$ cat src/rtl/food_placer_if.sv
// Bundle between the food placer, the game controller (rnd/request) and the snake body store.
// The game side is the master; the placer itself uses the slave modport.
interface food_placer_if;
    logic [6:0] rnd;
    logic       food_request;
    logic       occ_hit;
    logic       occ_query;
    logic [6:0] occ_addr;
    logic [3:0] food_x;
    logic [2:0] food_y;
    logic       food_valid;
    logic       busy;
    logic       grid_full;

    modport master (
        output rnd, food_request, occ_hit,
        input  occ_query, occ_addr, food_x, food_y, food_valid, busy, grid_full
    );

    modport slave (
        input  rnd, food_request, occ_hit,
        output occ_query, occ_addr, food_x, food_y, food_valid, busy, grid_full
    );
endinterface

$ cat src/rtl/food_placer.sv
// Picks a free food cell from the PRBS value, checking occupancy against the snake body store.
// Random candidates are tried first; after MAX_TRIES rejections a raster scan guarantees termination.
module food_placer #(
    parameter int GRID_W    = 16,
    parameter int GRID_H    = 8,
    parameter int MAX_TRIES = 8
) (
    input  logic         clock_25,
    input  logic         reset,
    food_placer_if.slave bus
);
    localparam logic [2:0] IDLE       = 3'd0;
    localparam logic [2:0] SAMPLE     = 3'd1;
    localparam logic [2:0] ISSUE      = 3'd2;
    localparam logic [2:0] WAIT       = 3'd3;
    localparam logic [2:0] SCAN_ISSUE = 3'd4;
    localparam logic [2:0] SCAN_WAIT  = 3'd5;

    localparam logic [4:0] W_LIM    = 5'(GRID_W);
    localparam logic [3:0] H_LIM    = 4'(GRID_H);
    localparam logic [3:0] X_LAST   = 4'(GRID_W - 1);
    localparam logic [2:0] Y_LAST   = 3'(GRID_H - 1);
    localparam logic [7:0] TRY_LIM  = 8'(MAX_TRIES);
    localparam logic [7:0] CELL_CNT = 8'(GRID_W * GRID_H);

    logic [2:0] state;
    logic [7:0] tries;
    logic [7:0] scan_cnt;
    logic [3:0] cand_x;
    logic [2:0] cand_y;
    logic       scan_gap;
    logic       occ_query;
    logic [6:0] occ_addr;
    logic [3:0] food_x;
    logic [2:0] food_y;
    logic       food_valid;
    logic       busy;
    logic       grid_full;

    logic [3:0] rnd_x;
    logic [2:0] rnd_y;
    logic       rnd_ok;
    logic [7:0] tries_inc;
    logic [7:0] scan_inc;
    logic [3:0] next_x;
    logic [2:0] next_y;

    assign rnd_x     = bus.rnd[3:0];
    assign rnd_y     = bus.rnd[6:4];
    assign rnd_ok    = ({1'b0, rnd_x} < W_LIM) && ({1'b0, rnd_y} < H_LIM);
    assign tries_inc = (tries < TRY_LIM) ? tries + 8'd1 : tries;
    assign scan_inc  = (scan_cnt < CELL_CNT) ? scan_cnt + 8'd1 : scan_cnt;

    // Raster successor of the current candidate, wrapping the last cell back to (0,0).
    always_comb begin
        next_x = cand_x + 4'd1;
        next_y = cand_y;
        if (cand_x == X_LAST) begin
            next_x = 4'd0;
            next_y = (cand_y == Y_LAST) ? 3'd0 : cand_y + 3'd1;
        end
    end

    always_ff @(posedge clock_25) begin
        if (reset) begin
            state      <= IDLE;
            tries      <= 8'd0;
            scan_cnt   <= 8'd0;
            cand_x     <= 4'd0;
            cand_y     <= 3'd0;
            scan_gap   <= 1'b0;
            occ_query  <= 1'b0;
            occ_addr   <= 7'd0;
            food_x     <= 4'd0;
            food_y     <= 3'd0;
            food_valid <= 1'b0;
            busy       <= 1'b0;
            grid_full  <= 1'b0;
        end else begin
            case (state)
                IDLE: begin
                    if (bus.food_request) begin
                        state      <= SAMPLE;
                        busy       <= 1'b1;
                        food_valid <= 1'b0;
                        grid_full  <= 1'b0;
                        tries      <= 8'd0;
                    end
                end
                SAMPLE: begin
                    if (!rnd_ok) begin
                        tries <= tries_inc;
                        if (tries_inc == TRY_LIM) begin
                            cand_x   <= 4'd0;
                            cand_y   <= 3'd0;
                            scan_cnt <= 8'd0;
                            state    <= SCAN_ISSUE;
                        end
                    end else begin
                        cand_x    <= rnd_x;
                        cand_y    <= rnd_y;
                        occ_addr  <= bus.rnd;
                        occ_query <= 1'b1;
                        state     <= ISSUE;
                    end
                end
                ISSUE: begin
                    occ_query <= 1'b0;
                    state     <= WAIT;
                end
                WAIT: begin
                    if (!bus.occ_hit) begin
                        food_x     <= cand_x;
                        food_y     <= cand_y;
                        food_valid <= 1'b1;
                        busy       <= 1'b0;
                        state      <= IDLE;
                    end else begin
                        tries <= tries_inc;
                        if (tries_inc == TRY_LIM) begin
                            cand_x   <= next_x;
                            cand_y   <= next_y;
                            scan_cnt <= 8'd0;
                            state    <= SCAN_ISSUE;
                        end else begin
                            state <= SAMPLE;
                        end
                    end
                end
                SCAN_ISSUE: begin
                    occ_addr  <= {cand_y, cand_x};
                    occ_query <= 1'b1;
                    scan_cnt  <= scan_inc;
                    scan_gap  <= 1'b1;
                    state     <= SCAN_WAIT;
                end
                SCAN_WAIT: begin
                    // First cycle here is the gap while the body store answers.
                    if (scan_gap) begin
                        occ_query <= 1'b0;
                        scan_gap  <= 1'b0;
                    end else if (!bus.occ_hit) begin
                        food_x     <= cand_x;
                        food_y     <= cand_y;
                        food_valid <= 1'b1;
                        busy       <= 1'b0;
                        state      <= IDLE;
                    end else if (scan_cnt == CELL_CNT) begin
                        grid_full <= 1'b1;
                        busy      <= 1'b0;
                        state     <= IDLE;
                    end else begin
                        cand_x <= next_x;
                        cand_y <= next_y;
                        state  <= SCAN_ISSUE;
                    end
                end
                default: begin
                    state <= IDLE;
                end
            endcase
        end
    end

    assign bus.occ_query  = occ_query;
    assign bus.occ_addr   = occ_addr;
    assign bus.food_x     = food_x;
    assign bus.food_y     = food_y;
    assign bus.food_valid = food_valid;
    assign bus.busy       = busy;
    assign bus.grid_full  = grid_full;
endmodule

$ cat src/flat_wrapper.sv
// flat-port wrapper written by rule: the top's interface ports become plain ports
module food_placer_flat 
#(
    parameter int GRID_W    = 16,
    parameter int GRID_H    = 8,
    parameter int MAX_TRIES = 8
)
  (clock_25, reset, bus_rnd, bus_food_request, bus_occ_hit, bus_occ_query, bus_occ_addr, bus_food_x, bus_food_y, bus_food_valid, bus_busy, bus_grid_full);
  food_placer_if bus_i ();
  input  logic clock_25;
  input  logic reset;
  input wire logic [$bits(bus_i.rnd)-1:0] bus_rnd;
  input wire logic [$bits(bus_i.food_request)-1:0] bus_food_request;
  input wire logic [$bits(bus_i.occ_hit)-1:0] bus_occ_hit;
  output wire logic [$bits(bus_i.occ_query)-1:0] bus_occ_query;
  output wire logic [$bits(bus_i.occ_addr)-1:0] bus_occ_addr;
  output wire logic [$bits(bus_i.food_x)-1:0] bus_food_x;
  output wire logic [$bits(bus_i.food_y)-1:0] bus_food_y;
  output wire logic [$bits(bus_i.food_valid)-1:0] bus_food_valid;
  output wire logic [$bits(bus_i.busy)-1:0] bus_busy;
  output wire logic [$bits(bus_i.grid_full)-1:0] bus_grid_full;
  assign bus_i.rnd = bus_rnd;
  assign bus_i.food_request = bus_food_request;
  assign bus_i.occ_hit = bus_occ_hit;
  assign bus_occ_query = bus_i.occ_query;
  assign bus_occ_addr = bus_i.occ_addr;
  assign bus_food_x = bus_i.food_x;
  assign bus_food_y = bus_i.food_y;
  assign bus_food_valid = bus_i.food_valid;
  assign bus_busy = bus_i.busy;
  assign bus_grid_full = bus_i.grid_full;
  food_placer #(.GRID_W(GRID_W), .GRID_H(GRID_H), .MAX_TRIES(MAX_TRIES)) u_core (.clock_25(clock_25), .reset(reset), .bus(bus_i));
endmodule
$ cat config.mk
export PLATFORM = sky130hd
export DESIGN_NAME = food_placer_flat
export DESIGN_NICKNAME = d
export VERILOG_FILES = /design/src/rtl/food_placer_if.sv /design/src/rtl/food_placer.sv /design/src/flat_wrapper.sv
export SDC_FILE = /design/constraint.sdc
export NUM_CORES = 1
export LEC_CHECK = 0
export ABC_AREA = 0
export CAP_MARGIN = 20
export CORE_MARGIN = 1.5
export CORE_UTILIZATION = 58
export CTS_BUF_LIST = sky130_fd_sc_hd__clkbuf_2
export CTS_CLUSTER_SIZE = 30
export DETAILED_ROUTE_END_ITERATION = 16
export PLACE_DENSITY = 0.84
export SLEW_MARGIN = 0
export SYNTH_ARGS = -nofsm -noshare
export SYNTH_HDL_FRONTEND = slang
export SYNTH_SLANG_ARGS = --single-unit
$ cat constraint.sdc
create_clock -name clock_25 -period 3.31 [get_ports clock_25]
set_input_delay 0.662 -clock clock_25 [delete_from_list [all_inputs] [get_ports clock_25]]
set_output_delay 0.662 -clock clock_25 [all_outputs]
set_load 0.05 [all_outputs]
==> qor.csv, run 1 <==
stage,metric,value,unit
clocking,# clock sinks,45,
pwr,Power Dens Cells,444,nW/um^2
worst_setup_path,CP peak stage delay,0.82,ns
drt,DRT iter0 DRCs,165,
synth,largest family of logic cells by synthesized area,simple AND/OR/NAND/NOR gates,
placed_design,Final Wtd Congestion,0.819,
timing,setup TNS,0,ns
worst_setup_path,Setup crit start,u_core.bus.occ_query,
synth,Mapped Avg Cell Area,8.44,sq um
drt,Vias,2116,
worst_setup_path,CP Class,reg -> out,
global_routing,first-pass GRT wire length,8.54,mm
worst_setup_path,Crit. End Element,primary output,
clocking,number of CTS-inserted buffers,5,
drt,Post-Route WL,5.23,mm
die,Die Wd,66.7,um
timing,Final Hold Viols,0,
drt,vias per std cell,6.06,
timing,Final setup viols,0,
clocking,"Clk Latency, worst-skew pair",0.41,ns
drt,residual DRC count,0,
layout,share of layout cells above drive strength 1,7.31,%
synth,unique cell type count in the Yosys netlist,57,
worst_setup_path,Worst R2R Start,u_core.state[2],
clocking,Clock H-tree levels,2,
worst_setup_path,Levels on crit path,1,
die,initial core utilization,62.4,%
die,FP Rows,22,
clocking,Post-CTS Resized,0,
synth,Mapped Nets,296,
synth,largest area contributor in the netlist,dfxtp_1,
synth,Synth Instances,279,
layout,ant diodes,0,
worst_setup_path,slowest CP cell,clkdlybuf4s50_1,
layout,area grow syn2layout,16.0,%
synth,Yosys reg bits,45,
status,status,finished clean,
global_routing,largest net degree at the start of global routing,33,
synth,top-area cell type share of the netlist area,38.3,%
placed_design,dpl ws,0.762,ns
synth,multiplexer share of the synthesized area,4.68,%
global_routing,gr usage total,24.9,%
run,max-cap check violation count,0,
worst_setup_path,R2R cell count,4,
layout,Final nets,317,
die,core area,3770,sq um
pwr,VDD IR-drop max,348,uV
synth,register area share after synthesis,38.3,%
synth,YS warnings,0,
layout,Fillers,297,
synth,Synth Flop Type,dfxtp_1,
clocking,TritonCTS clock tree,yes,
worst_setup_path,"Data arrival, critical path",1.64,ns
worst_setup_path,critical path endpoint,bus_occ_query,
worst_setup_path,CP max FO,4,
timing,setup slack after layout,1.01,ns
pwr,static leakage,1.02,nW
clocking,Post-CTS Setup Inserts,0,
timing,Final Max Tran Viols,0,
worst_hold_path,Hold Path Class,reg -> reg,
clocking,hold buffers post-CTS,0,
drt,Pre-antenna DRT Iters,4,
drt,Routed Antenna Nets,0,
placed_design,Port Buf Inserts,28,
synth,adder-cell share of the synthesized area,3.19,%
global_routing,vias in the first global route,1869,
worst_setup_path,flop2flop setup slack,1.11,ns
global_routing,GR Overflow Total,0,
synth,synth cell count leaders,"dfxtp_1, nand2_1, nor2_1, a21oi_1, mux2i_1",
worst_setup_path,Worst EP required,2.65,ns
clocking,Clock transition at path regs,0.22,ns
timing,Tmin final,2.30,ns
timing,RSZ-0062 raised after global routing,false,
synth,Netlist Area Pre-Place,2350,sq um
worst_setup_path,CP Cell Sequence,clkdlybuf4s50_1,
global_routing,initial antenna violation count,0,
placed_design,final HPWL from detailed placement,3.74,mm
synth,Synth Area in Compound Gates,23.6,%
die,IO Count,29,
synth,top-count cell post-synth,dfxtp_1,
synth,"top cells by area, synth","dfxtp_1, a21oi_1, nand2_1",
die,full die area,4450,sq um
worst_setup_path,R2R Path End,u_core.scan_cnt[3],
timing,Clock Skews,0.00521,ns
drt,Routed WL per cell,15.0,um
clocking,clock tree buffer depth,2,
synth,Post-synth EDFFs,0,
worst_setup_path,startpoint types,register,
die,DIE HEIGHT,66.7,um
timing,fmax,435,MHz
worst_setup_path,Crit path buffers/inverters,1,
synth,fraction of registers with async set/reset,0,%
synth,post-synthesis xor/xnor area fraction,2.23,%
timing,crit share post-route,69.5,%
worst_setup_path,family with the most delay on the worst path,buffers and inverters,
clocking,Clock Root Buffer,clkbuf_2,
timing,Slew HR,47.5,%
timing,Worst Tran Pin Value,0.781,ns
synth,Simple-Gate Fraction of Synth Area,24.2,%
==> logic make-up (layout without fill, tap and decap cells) <==
kind of cell | after synthesis | count (layout)
AOI/OAI and AO/OA | 80 | 80
xor gates and xnor gates | 6 | 6
adders and majority gates | 6 | 6
buffers and inverters | 22 | 44
DFF | 45 | 45
muxes | 11 | 11
and+or+nand+nor | 109 | 109
==> state kept, by name (all words and copies together), names as in the netlist, 3 cells and up <==
signal / count
u_core.bus.food_x: 4
u_core.state: 3
u_core.cand_x: 4
u_core.scan_cnt: 8
u_core.bus.food_y: 3
u_core.bus.occ_addr: 7
u_core.tries: 8
u_core.cand_y: 3
==> stage by stage <==
stage	instance area [sq um]	hold slack, ns	power, mW	std cells	util [%]
floorplan	2350	0.452	0.775	279	-
global placement	2640	0.443	0.837	341	70.1
detailed placement	2640	0.449	0.843	341	70.1
CTS	2730	0.473	1.22	349	72.5
global route	2730	0.501	1.26	349	72.5
finish	2730	0.472	1.21	349	72.5
==> routing by layer <==
layer,part of all wire (%),vias up,GRT usage [%]
met4,0.94,0,7.65
met3,6.1,6,5.07
met1,49,968,34.4
met5,0,-,0
met2,44,82,39.0
li1,-,1060,-
==> area by class of cell <==
type                    instances  area, sq um  share of cell area [%]
clock inverters                 3         65.1                    2.38
flip-flops and latches         45          901                    33.0
repair buffers                 30          295                    10.8
clock buffers                   5         25.0                   0.916
well taps                      48         60.1                    2.20
multi-input cells             212         1360                    49.9
inverters                       6         22.5                   0.824
==> report_power, final <==
group	internal, mW	total (mW)	switching, mW
Combinational	0.0898	0.224	0.134
Sequential	0.570	0.612	0.0426
Clock	0.202	0.376	0.174
Total	0.861	1.21	0.351
==> cells in the final DEF (no fill, tap or decap), types with 3 or more instances in the layout <==
| cell type | instances |
|---|---|
| nor2b_1 | 3 |
| nand3b_1 | 3 |
| and2_1 | 3 |
| and3_1 | 4 |
| inv_1 | 6 |
| nand2_1 | 30 |
| a211oi_1 | 6 |
| a22oi_1 | 6 |
| or3_1 | 4 |
| dfxtp_1 | 45 |
| a311oi_1 | 3 |
| nor2_1 | 27 |
| nand3_1 | 7 |
| clkdlybuf4s50_1 | 28 |
| a21oi_1 | 26 |
| nand2b_1 | 6 |
| o21ai_0 | 10 |
| xnor2_1 | 4 |
| ha_1 | 6 |
| clkbuf_2 | 5 |
| a31oi_1 | 7 |
| mux2i_1 | 11 |
| nor3_1 | 6 |
==> worst min-delay path by stage <==
stage / start / end / depth (start not counted)
detailed placement: u_core.bus.occ_addr[5] / u_core.bus.occ_addr[5] / 2
global placement: u_core.bus.occ_addr[0] / u_core.bus.occ_addr[0] / 2
floorplan: u_core.scan_cnt[6] / u_core.scan_cnt[6] / 2
finish: u_core.bus.occ_addr[5] / u_core.bus.occ_addr[5] / 2
CTS: u_core.bus.occ_addr[5] / u_core.bus.occ_addr[5] / 2
global route: u_core.bus.occ_addr[5] / u_core.bus.occ_addr[5] / 2
==> worst min-delay path: cells and delay by family (launching register included) <==
| family | cells | cell delay (ns) |
|---|---|---|
| flops | 1 | 0.36 |
| simple gates | 1 | 0.05 |
| compound gates | 1 | 0.05 |
Power figures use the tool's default switching activity.
==> run 2, diff against run 1 <==
--- a/config.mk
+++ b/config.mk
@@ -8,11 +8,11 @@
 export ABC_AREA = 0
 export CAP_MARGIN = 20
 export CORE_MARGIN = 1.5
-export CORE_UTILIZATION = 58
+export CORE_UTILIZATION = 52
 export CTS_BUF_LIST = sky130_fd_sc_hd__clkbuf_2
 export CTS_CLUSTER_SIZE = 30
 export DETAILED_ROUTE_END_ITERATION = 16
-export PLACE_DENSITY = 0.84
+export PLACE_DENSITY = 0.79
 export SLEW_MARGIN = 0
 export SYNTH_ARGS = -nofsm -noshare
 export SYNTH_HDL_FRONTEND = slang
==> constraint.sdc (replaced) <==
create_clock -name clock_25 -period 1.9 [get_ports clock_25]
set_input_delay 0.38 -clock clock_25 [delete_from_list [all_inputs] [get_ports clock_25]]
set_output_delay 0.38 -clock clock_25 [all_outputs]
set_load 0.05 [all_outputs]
==> qor.csv, run 2 (same netlist as run 1, synthesis figures left out) <==
stage,metric,value,unit,change
timing,Final Max Tran Viols,0,,unchanged
placed_design,Post-Place Cells,373,,+9.4%
timing,Tmin final,1.85,ns,
layout,filler-free cell count of the finished design,387,,+11%
worst_setup_path,startpoint types,register,,
die,DIE HEIGHT,70.3,um,+5.4%
clocking,"Clk Latency, worst-skew pair",0.43,ns,+0.02 ns
timing,Final Hold Viols,0,,unchanged
worst_setup_path,CP Class,reg -> reg,,
global_routing,gr usage total,24.3,%,-0.58 points
placed_design,placed cell area,2880,sq um,+9.0%
drt,Vias,2256,,+6.6%
pwr,Switch Pwr,0.637,mW,+81%
timing,Final setup viols,0,,unchanged
drt,Routed WL per cell,15.2,um,+1.3%
die,IO Count,29,,unchanged
pwr,Power Dens Cells,667,nW/um^2,+50%
worst_setup_path,CP Cell Sequence,"buf_6, nand3_4, o32a_4, o31ai_4, a31oi_2, a311oi_2",,
timing,Clock Skews,0.0265,ns,+0.0212 ns
die,Die Wd,70.3,um,+5.4%
clocking,clock tree buffer depth,2,,unchanged
status,status,finished clean,,
clocking,# clock sinks,45,,unchanged
drt,Routed Antenna Nets,0,,unchanged
pwr,Sw Ratio,31.2,%,+2.2 points
pwr,VDD IR-drop max,629,uV,+81%
placed_design,final HPWL from detailed placement,4.12,mm,+10%
layout,fin area,3060,sq um,+12%
timing,setup TNS,0,ns,unchanged
drt,Post-Route WL,5.87,mm,+12%
drt,residual DRC count,0,,unchanged
drt,vias per std cell,5.83,,-3.9%
worst_setup_path,slowest CP cell,dfxtp_2,,
worst_setup_path,family with the most delay on the worst path,compound AO/OA/AOI/OAI gates,,
worst_setup_path,"Data arrival, critical path",2.18,ns,+0.54 ns
pwr,static leakage,1.28,nW,+25%
drt,Pre-antenna DRT Iters,4,,unchanged
clocking,Clock H-tree levels,2,,unchanged
worst_setup_path,Crit path buffers/inverters,1,,unchanged
clocking,hold buffers post-CTS,0,,unchanged
pwr,Power Internal,1.41,mW,+63%
timing,fmax,542,MHz,
worst_hold_path,Hold Path Class,reg -> reg,,
placed_design,Final Wtd Congestion,0.905,,+10%
worst_setup_path,Crit. End Element,register,,
layout,Final nets,351,,+11%
clocking,Clock Root Buffer,clkbuf_2,,
global_routing,initial antenna violation count,0,,unchanged
clocking,Clock transition at path regs,0.23,ns,about the same
global_routing,first-pass GRT wire length,9.62,mm,+13%
die,FP Rows,24,,+9.1%
timing,crit share post-route,97.1,%,
placed_design,Port Buf Inserts,28,,unchanged
global_routing,largest net degree at the start of global routing,33,,unchanged
layout,Top Registers,"u_core.scan_cnt x8, u_core.tries x8, u_core.bus.occ_addr x7",,
worst_setup_path,CP max FO,6,,+2
clocking,TritonCTS clock tree,yes,,
layout,"leading cell types in the layout, fill and taps excluded","dfxtp_1, buf_4, nand2_1, nor2_1, a21oi_1",,
clocking,number of CTS-inserted buffers,5,,unchanged
layout,share of layout cells above drive strength 1,20.3,%,+13 points
die,full die area,4940,sq um,+11%
worst_setup_path,CP peak stage delay,0.42,ns,-0.40 ns
timing,Worst Tran Pin Value,0.501,ns,-0.280 ns
pwr,Comb power frac,22.3,%,+3.8 points
die,initial core utilization,54.1,%,-8.4 points
timing,Slew HR,66.7,%,+19 points
global_routing,GR Overflow Total,0,,unchanged
pwr,clock group share of total power,26.3,%,-4.7 points
run,max-cap check violation count,0,,unchanged
layout,ant diodes,0,,unchanged
layout,area grow syn2layout,30.1,%,
die,core area,4350,sq um,+15%
drt,DRT iter0 DRCs,183,,+11%
global_routing,vias in the first global route,2138,,+14%
layout,"most common cell after layout, fill and taps aside",dfxtp_1,,
worst_setup_path,Worst EP required,2.24,ns,-0.41 ns
pwr,Flop pwr share,51.4,%,+0.9 points
==> run 2: cell types whose count changed in the layout (fill, tap and decap cells not counted), moves of 2 or more <==
cell / delta
dlygate4sd2_1: +17
buf_4: +31
dfxtp_2: +3
dfxtp_1: -5
buf_6: +2
dfxtp_4: +2
clkdlybuf4s50_1: -18
buf_12: +2
==> run 2: worst paths after layout <==
check,from,to,slack (ns),cells after the start
max,u_core.tries[1],u_core.cand_y[0],0.05,6
min,u_core.bus.occ_addr[0],u_core.bus.occ_addr[0],0.47,2
max reg2reg,u_core.tries[1],u_core.cand_y[0],0.05,6
min reg2reg,u_core.bus.occ_addr[0],u_core.bus.occ_addr[0],0.47,2
==> run 2: per-stage QoR <==
| stage | power [mW] | setup WS [ns] | hold slack (ns) | util, % |
|---|---|---|---|---|
| after floorplan | 1.35 | 0.0402 | 0.452 | - |
| after global placement | 1.51 | -0.0756 | 0.447 | 66.1 |
| after detailed placement | 1.52 | -0.134 | 0.450 | 66.1 |
| after CTS | 2.04 | 0.00386 | 0.474 | 67.3 |
| after global routing | 2.14 | -0.0186 | 0.502 | 70.3 |
| final | 2.04 | 0.0549 | 0.471 | 70.3 |
==> run 2: power groups by stage <==
stage | Clock [mW] | Sequential [mW] | Combinational, mW
finish | 0.537 | 1.05 | 0.457
detailed placement | 0 | 1.07 | 0.451
floorplan | 0 | 1.11 | 0.238
CTS | 0.551 | 1.05 | 0.442
global placement | 0 | 1.07 | 0.441
global route | 0.585 | 1.06 | 0.500
==> run 2: routing by layer <==
layer  part of all wire (%)  GRT usage (%)  vias up  wire [um]
met5                      0              0        -          0
met4                    1.3           9.19        0         74
met3                    3.8           5.48        8        221
met2                     52           41.3       51       3050
met1                     43           29.9     1070       2530
li1                       -              -     1127          -
==> run 2: worst min-delay path, cell delays in order (launching register included) <==
cell and delay [ns]:
dfxtp_1 0.35, nand2_1 0.05, a21oi_1 0.05
==> run 2: final cells by class <==
cell class              count  area (sq um)
multi-input cells         212          1440
fillers                   351          1290
flip-flops and latches     45           912
repair buffers             64           559
well taps                  52          65.1
clock inverters             2          33.8
clock buffers               6          30.0
inverters                   6          22.5
==> run 2: timing repair <==
item,in CTS,in global routing
buffers inserted,0,7
resized for setup,22,16
pin swaps,4,7
endpoints found under the setup margin,23,13
endpoints found under the hold margin,0,0
